<file path="config.mk">
export PLATFORM = sky130hd
export DESIGN_NAME = wifire_frame_encoder
export DESIGN_NICKNAME = d
export VERILOG_FILES = /design/src/rtl/wifire_pkg.sv /design/src/rtl/wifire_crc16_nibble.sv /design/src/rtl/wifire_frame_encoder.sv
export SDC_FILE = /design/constraint.sdc
export NUM_CORES = 1
export LEC_CHECK = 0
export CAP_MARGIN = 20
export CORE_MARGIN = 2
export CORE_UTILIZATION = 24
export DETAILED_ROUTE_END_ITERATION = 8
export SLEW_MARGIN = 40
export SYNTH_ARGS = -nofsm -noshare
export SYNTH_HDL_FRONTEND = slang
export SYNTH_SLANG_ARGS = --single-unit
</file>
<file path="constraint.sdc">
create_clock -name dsp_clk -period 4.3 [get_ports dsp_clk]
set_input_delay 1.29 -clock dsp_clk [delete_from_list [all_inputs] [get_ports dsp_clk]]
set_output_delay 1.29 -clock dsp_clk [all_outputs]
set_load 0.01 [all_outputs]
</file>
<file path="src/rtl/wifire_pkg.sv">
// Shared definitions for the wifire 802.15.4 PHY blocks: FSM states, frame
// constants and the nibble-wide reflected CRC-16 step.
package wifire_pkg;

  typedef enum logic [2:0] {
    IDLE     = 3'd0,
    PREAMBLE = 3'd1,
    SFD      = 3'd2,
    PHR      = 3'd3,
    PSDU     = 3'd4,
    FCS      = 3'd5
  } wifire_state_e;

  localparam logic [7:0]  WIFIRE_SFD           = 8'hA7;
  localparam logic [7:0]  WIFIRE_PREAMBLE_SYMS = 8'd8;
  localparam logic [15:0] WIFIRE_CRC_POLY      = 16'h8408;
  localparam logic [6:0]  WIFIRE_MAX_LEN       = 7'd127;

  // Data bits enter LSB first, matching the low-nibble-first symbol order.
  function automatic logic [15:0] crc16_nibble(input logic [15:0] crc,
                                               input logic [3:0]  nib);
    logic [15:0] c;
    c = crc;
    for (int i = 0; i < 4; i++) begin
      if (c[0] ^ nib[i]) begin
        c = {1'b0, c[15:1]} ^ WIFIRE_CRC_POLY;
      end else begin
        c = {1'b0, c[15:1]};
      end
    end
    return c;
  endfunction

endpackage

</file>
<file path="src/rtl/wifire_crc16_nibble.sv">
// ITU-T CRC-16 (reflected, init 0) register advanced one nibble per enable;
// shared by the frame encoder and the decoder's FCS checker.
module wifire_crc16_nibble
  import wifire_pkg::*;
(
  input  logic        clk,
  input  logic        reset,
  input  logic        clear,
  input  logic        enable,
  input  logic [3:0]  nibble,
  output logic [15:0] crc
);

  logic [15:0] crc_r;

  // CRC state register; clear has priority over a same-cycle update
  always_ff @(posedge clk) begin
    if (reset) begin
      crc_r <= 16'h0000;
    end else if (clear) begin
      crc_r <= 16'h0000;
    end else if (enable) begin
      crc_r <= crc16_nibble(crc_r, nibble);
    end else begin
      crc_r <= crc_r;
    end
  end

  assign crc = crc_r;

endmodule

</file>
<file path="src/rtl/wifire_frame_encoder.sv">
// 802.15.4 PPDU transmitter: buffers one MPDU and streams preamble, SFD, PHR,
// payload and FCS as 4-bit symbols over a stb/rdy handshake.
module wifire_frame_encoder
  import wifire_pkg::*;
#(
  parameter logic [7:0] SFD_BYTE      = WIFIRE_SFD,
  parameter logic [7:0] PREAMBLE_SYMS = WIFIRE_PREAMBLE_SYMS
) (
  input  logic       dsp_clk,
  input  logic       reset,
  input  logic       buf_we_i,
  input  logic [6:0] buf_addr_i,
  input  logic [7:0] buf_dat_i,
  input  logic [6:0] len_i,
  input  logic       start_i,
  output logic [3:0] tx_sym_o,
  output logic       tx_sym_stb_o,
  input  logic       tx_sym_rdy_i,
  output logic       tx_busy_o,
  output logic       tx_done_o,
  output logic       tx_err_o
);

  wifire_state_e state_r, state_s;
  logic [7:0]  sym_cnt_r, sym_cnt_s;
  logic        nib_r, nib_s;
  logic [6:0]  byte_idx_r, byte_idx_s;
  logic [6:0]  len_r, len_s;
  logic [3:0]  sym_r, sym_s;
  logic [3:0]  hi_nib_r, hi_nib_s;
  logic        stb_r, stb_s, busy_r, busy_s, done_r, done_s, err_r, err_s;
  logic [7:0]  mem_r [0:127];
  logic [7:0]  rd_q_r;
  logic [6:0]  rd_addr_s;
  logic        xfer_s, start_ok_s, crc_en_s;
  logic [15:0] crc_s, crc_fcs_s;
  logic [7:0]  phr_s;

  assign xfer_s     = stb_r & tx_sym_rdy_i;
  assign start_ok_s = (state_r == IDLE) && start_i && (len_i >= 7'd2);
  assign crc_en_s   = xfer_s && (state_r == PSDU);
  assign phr_s      = {1'b0, len_r};
  // Leaving PSDU, the last payload nibble is folded in on the same edge.
  assign crc_fcs_s  = (state_r == PSDU) ? crc16_nibble(crc_s, sym_r) : crc_s;
  assign rd_addr_s  = (state_r == PSDU) ? (byte_idx_r + 7'd1) : 7'd0;

  wifire_crc16_nibble u_crc (
    .clk    (dsp_clk),
    .reset  (reset),
    .clear  (start_ok_s),
    .enable (crc_en_s),
    .nibble (sym_r),
    .crc    (crc_s)
  );

  // Next-symbol selection: advances only on start or on an accepted symbol
  always_comb begin
    state_s    = state_r;
    sym_cnt_s  = sym_cnt_r;
    nib_s      = nib_r;
    byte_idx_s = byte_idx_r;
    len_s      = len_r;
    sym_s      = sym_r;
    hi_nib_s   = hi_nib_r;
    stb_s      = stb_r;
    busy_s     = busy_r;
    done_s     = 1'b0;
    err_s      = 1'b0;
    case (state_r)
      IDLE: begin
        if (start_ok_s) begin
          state_s   = PREAMBLE;
          sym_cnt_s = 8'd0;
          len_s     = len_i;
          sym_s     = 4'h0;
          stb_s     = 1'b1;
          busy_s    = 1'b1;
        end else begin
          err_s  = start_i;
          stb_s  = 1'b0;
          busy_s = 1'b0;
        end
      end
      PREAMBLE: begin
        if (xfer_s && (sym_cnt_r == PREAMBLE_SYMS - 8'd1)) begin
          state_s   = SFD;
          sym_cnt_s = 8'd0;
          sym_s     = SFD_BYTE[3:0];
        end else if (xfer_s) begin
          sym_cnt_s = sym_cnt_r + 8'd1;
          sym_s     = 4'h0;
        end else begin
          sym_s = sym_r;
        end
      end
      SFD: begin
        if (xfer_s && (sym_cnt_r == 8'd0)) begin
          sym_cnt_s = 8'd1;
          sym_s     = SFD_BYTE[7:4];
        end else if (xfer_s) begin
          state_s   = PHR;
          sym_cnt_s = 8'd0;
          sym_s     = phr_s[3:0];
        end else begin
          sym_s = sym_r;
        end
      end
      PHR: begin
        if (xfer_s && (sym_cnt_r == 8'd0)) begin
          sym_cnt_s = 8'd1;
          sym_s     = phr_s[7:4];
        end else if (xfer_s && (len_r == 7'd2)) begin
          state_s   = FCS;
          sym_cnt_s = 8'd0;
          sym_s     = crc_fcs_s[3:0];
        end else if (xfer_s) begin
          state_s    = PSDU;
          byte_idx_s = 7'd0;
          nib_s      = 1'b0;
          sym_s      = rd_q_r[3:0];
          hi_nib_s   = rd_q_r[7:4];
        end else begin
          sym_s = sym_r;
        end
      end
      PSDU: begin
        if (xfer_s && !nib_r) begin
          nib_s = 1'b1;
          sym_s = hi_nib_r;
        end else if (xfer_s && (byte_idx_r == len_r - 7'd3)) begin
          state_s   = FCS;
          sym_cnt_s = 8'd0;
          sym_s     = crc_fcs_s[3:0];
        end else if (xfer_s) begin
          byte_idx_s = byte_idx_r + 7'd1;
          nib_s      = 1'b0;
          sym_s      = rd_q_r[3:0];
          hi_nib_s   = rd_q_r[7:4];
        end else begin
          sym_s = sym_r;
        end
      end
      FCS: begin
        if (xfer_s && (sym_cnt_r == 8'd3)) begin
          state_s   = IDLE;
          sym_cnt_s = 8'd0;
          sym_s     = 4'h0;
          stb_s     = 1'b0;
          busy_s    = 1'b0;
          done_s    = 1'b1;
        end else if (xfer_s) begin
          sym_cnt_s = sym_cnt_r + 8'd1;
          sym_s     = crc_fcs_s[{sym_cnt_s[1:0], 2'b00} +: 4];
        end else begin
          sym_s = sym_r;
        end
      end
      default: begin
        state_s = IDLE;
        stb_s   = 1'b0;
        busy_s  = 1'b0;
        sym_s   = 4'h0;
      end
    endcase
  end

  // FSM, counters and registered outputs
  always_ff @(posedge dsp_clk) begin
    if (reset) begin
      state_r    <= IDLE;
      sym_cnt_r  <= 8'd0;
      nib_r      <= 1'b0;
      byte_idx_r <= 7'd0;
      len_r      <= 7'd0;
      sym_r      <= 4'h0;
      hi_nib_r   <= 4'h0;
      stb_r      <= 1'b0;
      busy_r     <= 1'b0;
      done_r     <= 1'b0;
      err_r      <= 1'b0;
    end else begin
      state_r    <= state_s;
      sym_cnt_r  <= sym_cnt_s;
      nib_r      <= nib_s;
      byte_idx_r <= byte_idx_s;
      len_r      <= len_s;
      sym_r      <= sym_s;
      hi_nib_r   <= hi_nib_s;
      stb_r      <= stb_s;
      busy_r     <= busy_s;
      done_r     <= done_s;
      err_r      <= err_s;
    end
  end

  // Frame buffer; the read port keeps the next payload byte ready at all times
  always_ff @(posedge dsp_clk) begin
    if (buf_we_i && (state_r == IDLE)) begin
      mem_r[buf_addr_i] <= buf_dat_i;
    end
    rd_q_r <= mem_r[rd_addr_s];
  end

  assign tx_sym_o     = sym_r;
  assign tx_sym_stb_o = stb_r;
  assign tx_busy_o    = busy_r;
  assign tx_done_o    = done_r;
  assign tx_err_o     = err_r;

endmodule

</file>
-- Yosys cells after proc, flatten, opt, wreduce, memory -nomap -nowiden
Memories as Yosys holds them, arrays and structs flattened. A register that Yosys moved wholly into a read port is not among the register bits.
Cells that the tools add are included.
- $add $sub $neg: 3
- order comparisons: 1
- equality and inequality tests: 27
- shifts and indexed selects: 1
- muxes and demuxes: 78
- bitwise gates (word level): 18
- reduce and logical (&&, ||, !) cells: 27
- operator list (cell ; count):
    16-bit two-way mux ; 17
    8-bit two-way mux ; 10
    4-bit two-way mux ; 17
    7-bit two-way mux ; 7
    8-bit one-hot mux with 6 select lines ; 1
    3-bit two-way mux ; 10
    4-bit one-hot mux with 6 select lines ; 1
    2-bit inequality test (second input constant) ; 11
    2-bit NOT with 3-bit output ; 7
    3-bit inequality test (second input constant) ; 6
    3-bit one-hot mux with 6 select lines ; 1
    16-bit by 5-bit variable part select with 4-bit output ; 1
    7-bit one-hot mux with 2 select lines ; 1
    1-bit logical AND ; 10
    1-bit two-way mux ; 10
    9-bit AND reduction ; 1
    8-bit by 1-bit adder with 8-bit output (second input constant) ; 1
    8-bit by 2-bit == test with 1-bit output (second input constant) ; 1
    8-bit by 3-bit == test with 1-bit output (second input constant) ; 1
    8-bit zero test ; 1
    4-bit one-hot mux with 2 select lines ; 1
    4-bit AND reduction ; 2
    7-bit by 1-bit adder with 7-bit output (second input constant) ; 1
    7-bit by 2-bit == test with 1-bit output (second input constant) ; 1
    other kinds (23) ; 35
- flip-flop bits (word level): 53
- RAM bits: 1024
- output and inout bits: 8
- word-level logic and storage cells: 167
- memories: 1
- memory list (name ; words ; width ; read ports ; clocked after Yosys merged registers in ; wr ports ; RTL line ; RTL):
    mem_r ; 128 ; 8 ; 1 ; 1 ; 1 ; wifire_frame_encoder.sv:32 ; logic [7:0] mem_r [0:127];

-- Longest topological paths before layout
- word-level depth: 17
- mapped depth: 12
- mapped depth without buffers: 9

-- Hierarchy
A second synthesis with hierarchy kept.
- cells, all modules: 3346
- area, all modules: 45498.6 sq um
- by module, submodules not included (module ; instances ; cells each ; area each (sq um) ; seq. area each (sq um)):
    wifire_frame_encoder ; 1 ; 3270 ; 44779.2 ; 31650.4
    wifire_crc16_nibble ; 1 ; 76 ; 719.4 ; 320.3

-- Worst setup path after synthesis
No wires, ideal clock.
- path kind: input-to-reg
- start point: input port start_i
- end point: register u_crc.crc_r[0], in the netlist u_crc.crc[0]
- library setup time: 0.117 ns
- arrival time: 3.022 ns
- path slack: 1.161 ns
- stages on the path: 7
- cell sequence: or4b_2 > a21oi_1 > buf_1 > or2_2 > clkbuf_1 > buf_2 > nor2_1
- word-level cells in the longest chain between the ends: 3
- RTL lines (element ; RTL line ; RTL):
    start: declaration ; wifire_frame_encoder.sv:15 ; input logic start_i,
    1-bit logical AND (2 in series) ; wifire_frame_encoder.sv:40 ; assign start_ok_s = (state_r == IDLE) && start_i && (len_i >= 7'd2);
    2-bit OR reduction (no source line) ; -- ;
    end signal: assignment ; wifire_crc16_nibble.sv:23 ; crc_r <= crc16_nibble(crc_r, nibble);
    end signal: assignment ; wifire_crc16_nibble.sv:25 ; crc_r <= crc_r;
    end: declaration ; wifire_crc16_nibble.sv:14 ; logic [15:0] crc_r;
Every way passes these cells.
A chain may end at the register's enable or synchronous reset.

-- Worst setup path after layout
- start point: register byte_idx_r[1]
- end point: register rd_q_r[2], read port of mem_r
- word-level cells in the longest chain between the ends: 2
- RTL lines (element ; RTL line ; RTL):
    start: declaration ; wifire_frame_encoder.sv:27 ; logic [6:0] byte_idx_r, byte_idx_s;
    start signal: assignment ; wifire_frame_encoder.sv:185 ; byte_idx_r <= byte_idx_s;
    7-bit by 1-bit adder with 7-bit output ; wifire_frame_encoder.sv:45 ; assign rd_addr_s = (state_r == PSDU) ? (byte_idx_r + 7'd1) : 7'd0;
    7-bit two-way mux ; wifire_frame_encoder.sv:45 ;
    end: declaration ; wifire_frame_encoder.sv:33 ; logic [7:0] rd_q_r;
Every way passes these cells.

==> summary.md <==
| Metric | Value |
|---|---|
| Outcome | complete, no violations |
| Initial core utilization | 0.2411 |
| Total track usage | 0.1277 |
| Final setup fails | 0 |
| CP most frequent cell | a31oi_1 |
| Ys flop type | edfxtp_1 |
| Worst R2R End | rd_q_r[2]$_DFF_P_ |
| Top cell type by total area after synthesis | edfxtp_1 |
| Hold_buf cts | 0 |
| Final HPWL DP | between 70000 and 80000 µm |
| CTS resizes | 0 |
| Fin Hold WS | approximately 0.47 ns |
| Worst Path Required | 4.91 ns |
| First-pass GRT wire length | 184800 µm |
| WP buf/inv | 2 |
| CP max stage cell | xor2_4 |
| Fin nets | 3402 |
| Number of port buffers | 34 |
| Worst setup path endpoint | rd_q_r[2]$_DFF_P_ |
| First drt pass iteration count | 8 |
| Worst R2R Start | byte_idx_r[1]$_SDFFE_PP0P_ |
| Count leader, synth | edfxtp_1 |
| Critical-path cell list | ha_4, xor2_4, nand2_4, buf_12, or3_1, a31oi_1, a31oi_1, nand4_1, a311oi_1, buf_4 |
| Max Root-Sink Buffers | 3 |
| Root Buffer | clkbuf_16 |
| Synth top cells by count | edfxtp_1, nand2_1, nor2_1 |
| Maxcap violations | 0 |
| RePlAce Congestion | 0.9109 |
| Final period util | 0.8484 |
| CTS buffer count | about 110 |
| H-tree levels | 3 |
| Clock sinks | roughly 1100 |
| EDFF count, synth | about 1000 |
| Leak Pwr | 16.33 nW |
| Post-synthesis sequential area ratio | 0.7167 |
| Critical Path Fanout Max | 42 |
| Share of cells above drive strength 1 | 0.1419 |
| Cells after Synth | 3237 |
| Clock Latency Late Sink | between 0.7 and 0.8 ns |
| Starting DRT DRC Count | 3285 |
| Syn Area/Cell | 13.78 µm² |
| Min Tclk post-route | 3.648 ns |
| DIE AREA | 189300 µm² |
| Arrival @ worst endpoint | around 4.3 ns |
| Setup TNS | 0 ns |
| Die height | 435.1 µm |
| Worst-path clk slew | 0.06 ns |
| RSZ-0062 raised after global routing | no |
| Critical path's top delay family | simple AND/OR/NAND/NOR gates |
| VDD IR max | between 300 and 400 µV |
| Clock skew | 0.03655 ns |
| Vias in the first global route | 27870 |
| Pwr/cell area | 417.5 nW/µm² |
| Core ar. | 185000 µm² |
| Initial antenna violation count | 4 |
| Final ANT Viol Nets | 0 |
| Final hold viol count | 0 |
| Fmax achieved | 0.2741 GHz |
| Wire length per cell | 21.10 µm |
| Crit start category | flop |
| Final slew viol count | 0 |
| R2R Setup Slk | between 0.6 and 0.7 ns |
| Largest net degree at the start of global routing | 173 |
| Yosys cell types | 76 |
| Setup crit end kind | flop |
| Worst hold-check path type | flop to flop |
| Netlist Area Pre-Place | around 45000 µm² |
| CP max stage delay | 0.61 ns |
| # DRC | 0 |
| Syn_nets | about 3300 |
| Grt total ovfl | 0 |
| Area Overhead vs Synth | 17.69% |
| Synth top area share | 0.6893 |
| Synth warn | 0 |
| Async SR Flop Fraction | 0 |
| FF-to-FF path depth | 10 |
| Normalized max-slew margin | 0.4018 |
| WS Path Type | flop to flop |
| WL final | roughly 130000 µm |
| Worst-Margin Slew | between 0.8 and 0.9 ns |
| Setup bufs post-CTS | 0 |
| Num rows | 158 |
| Ports | 35 |
| CTS tree | done |
| Largest cells by area after synthesis | edfxtp_1, nand2_1, dfxtp_1 |
| Chip Width | around 440 µm |
| Vias per cell | 4.813 |
| Vias | 28560 |
| Yosys reg bits | 1085 |
| Levels on crit path | 10 |
| CP Launch Point | byte_idx_r[1]$_SDFFE_PP0P_ |
[placed cells by master (no fill, tap or decap), types with 25 or more instances in the layout]
cell type	count
nor3_1	36
o22ai_1	80
o221ai_1	47
dfxtp_1	60
edfxtp_1	1024
a31oi_1	66
a22o_1	35
mux2i_1	118
o21ai_0	92
nand3_1	221
clkbuf_1	25
a21oi_1	117
buf_4	192
clkbuf_16	107
mux2_2	55
buf_12	26
clkinv_1	28
a211oi_1	35
nand2_1	439
nor2_1	243
clkdlybuf4s50_1	26
[flip-flops by register name, indices dropped and copies added, names as in the netlist, 4 cells and up]
register,count
hi_nib_r,4
sym_cnt_r,8
u_crc.crc,16
mem_r,1024
tx_sym_o,4
rd_q_r,8
byte_idx_r,7
len_r,7
[metal layers]
metal / vias to the layer above / routed length [µm] / track usage
met4: 0 / 4240 / 0.04491
met1: 14420 / 52900 / 0.1730
li1: 12730 / - / -
met2: 1181 / 58920 / 0.2055
met3: 229 / 9172 / 0.02209
met5: - / 0 / 0
[stage by stage]
step                      cells  setup WS (ns)  power, mW    util  cell area [µm²]
after global routing       5935         0.4931      22.55  0.2837            52500
final                      5935         0.6518      21.92  0.2837            52500
after detailed placement   5739         0.4895      12.98  0.2651            49050
after global placement     5739         0.4484      12.97  0.2650            49030
after floorplan            3237          1.161      12.45       -            44610
after CTS                  5933         0.7527      22.08  0.2836            52480
[layout make-up]
class	instances	area, µm²
Antenna cell	2	5.005
Clock buffer	132	2771
Clock inverter	62	651.9
Fill cell	18760	132500
Inverter	9	33.78
Multi-Input combinational cell	1918	11710
Sequential cell	1085	31970
Tap cell	2480	3103
Timing Repair Buffer	247	2256
[worst reg2reg max path: stages, from the launching register on]
cell      delay (ns)
dfxtp_1         0.47
ha_4            0.24
xor2_4          0.61
nand2_4         0.42
buf_12          0.31
or3_1           0.34
a31oi_1         0.39
a31oi_1         0.31
nand4_1         0.18
a311oi_1        0.10
buf_4           0.18
[power by group]
part / internal, mW / switching (mW) / leakage (nW)
registers: 11.6 / 0.0765 / 9.70
logic: 0.325 / 0.756 / 4.98
clock network: 5.14 / 4.02 / 1.65
total: 17.1 / 4.85 / 16.3
[worst min path at each step]
stage / startpoint / endpoint / cells after the start
floorplan: rd_q_r[7]$_DFF_P_ / hi_nib_r[3]$_SDFFE_PP0P_ / 2
global placement: rd_q_r[5]$_DFF_P_ / hi_nib_r[1]$_SDFFE_PP0P_ / 2
detailed placement: rd_q_r[5]$_DFF_P_ / hi_nib_r[1]$_SDFFE_PP0P_ / 2
CTS: rd_q_r[5]$_DFF_P_ / hi_nib_r[1]$_SDFFE_PP0P_ / 2
global route: u_crc.crc[15]$_SDFFE_PP0P_ / u_crc.crc[11]$_SDFFE_PP0P_ / 2
finish: rd_q_r[5]$_DFF_P_ / hi_nib_r[1]$_SDFFE_PP0P_ / 2
[cells by family after synthesis]
logic type,after synthesis,share of synthesized area
and+or+nand+nor,1059,0.1051
xor gates and xnor gates,33,0.006479
adders and majority gates,7,0.001963
buffers and inverters,234,0.02426
DFF,1085,0.7167
AOI/OAI and AO/OA,628,0.09629
muxes,191,0.04917
(Power assumes the default switching activity.)
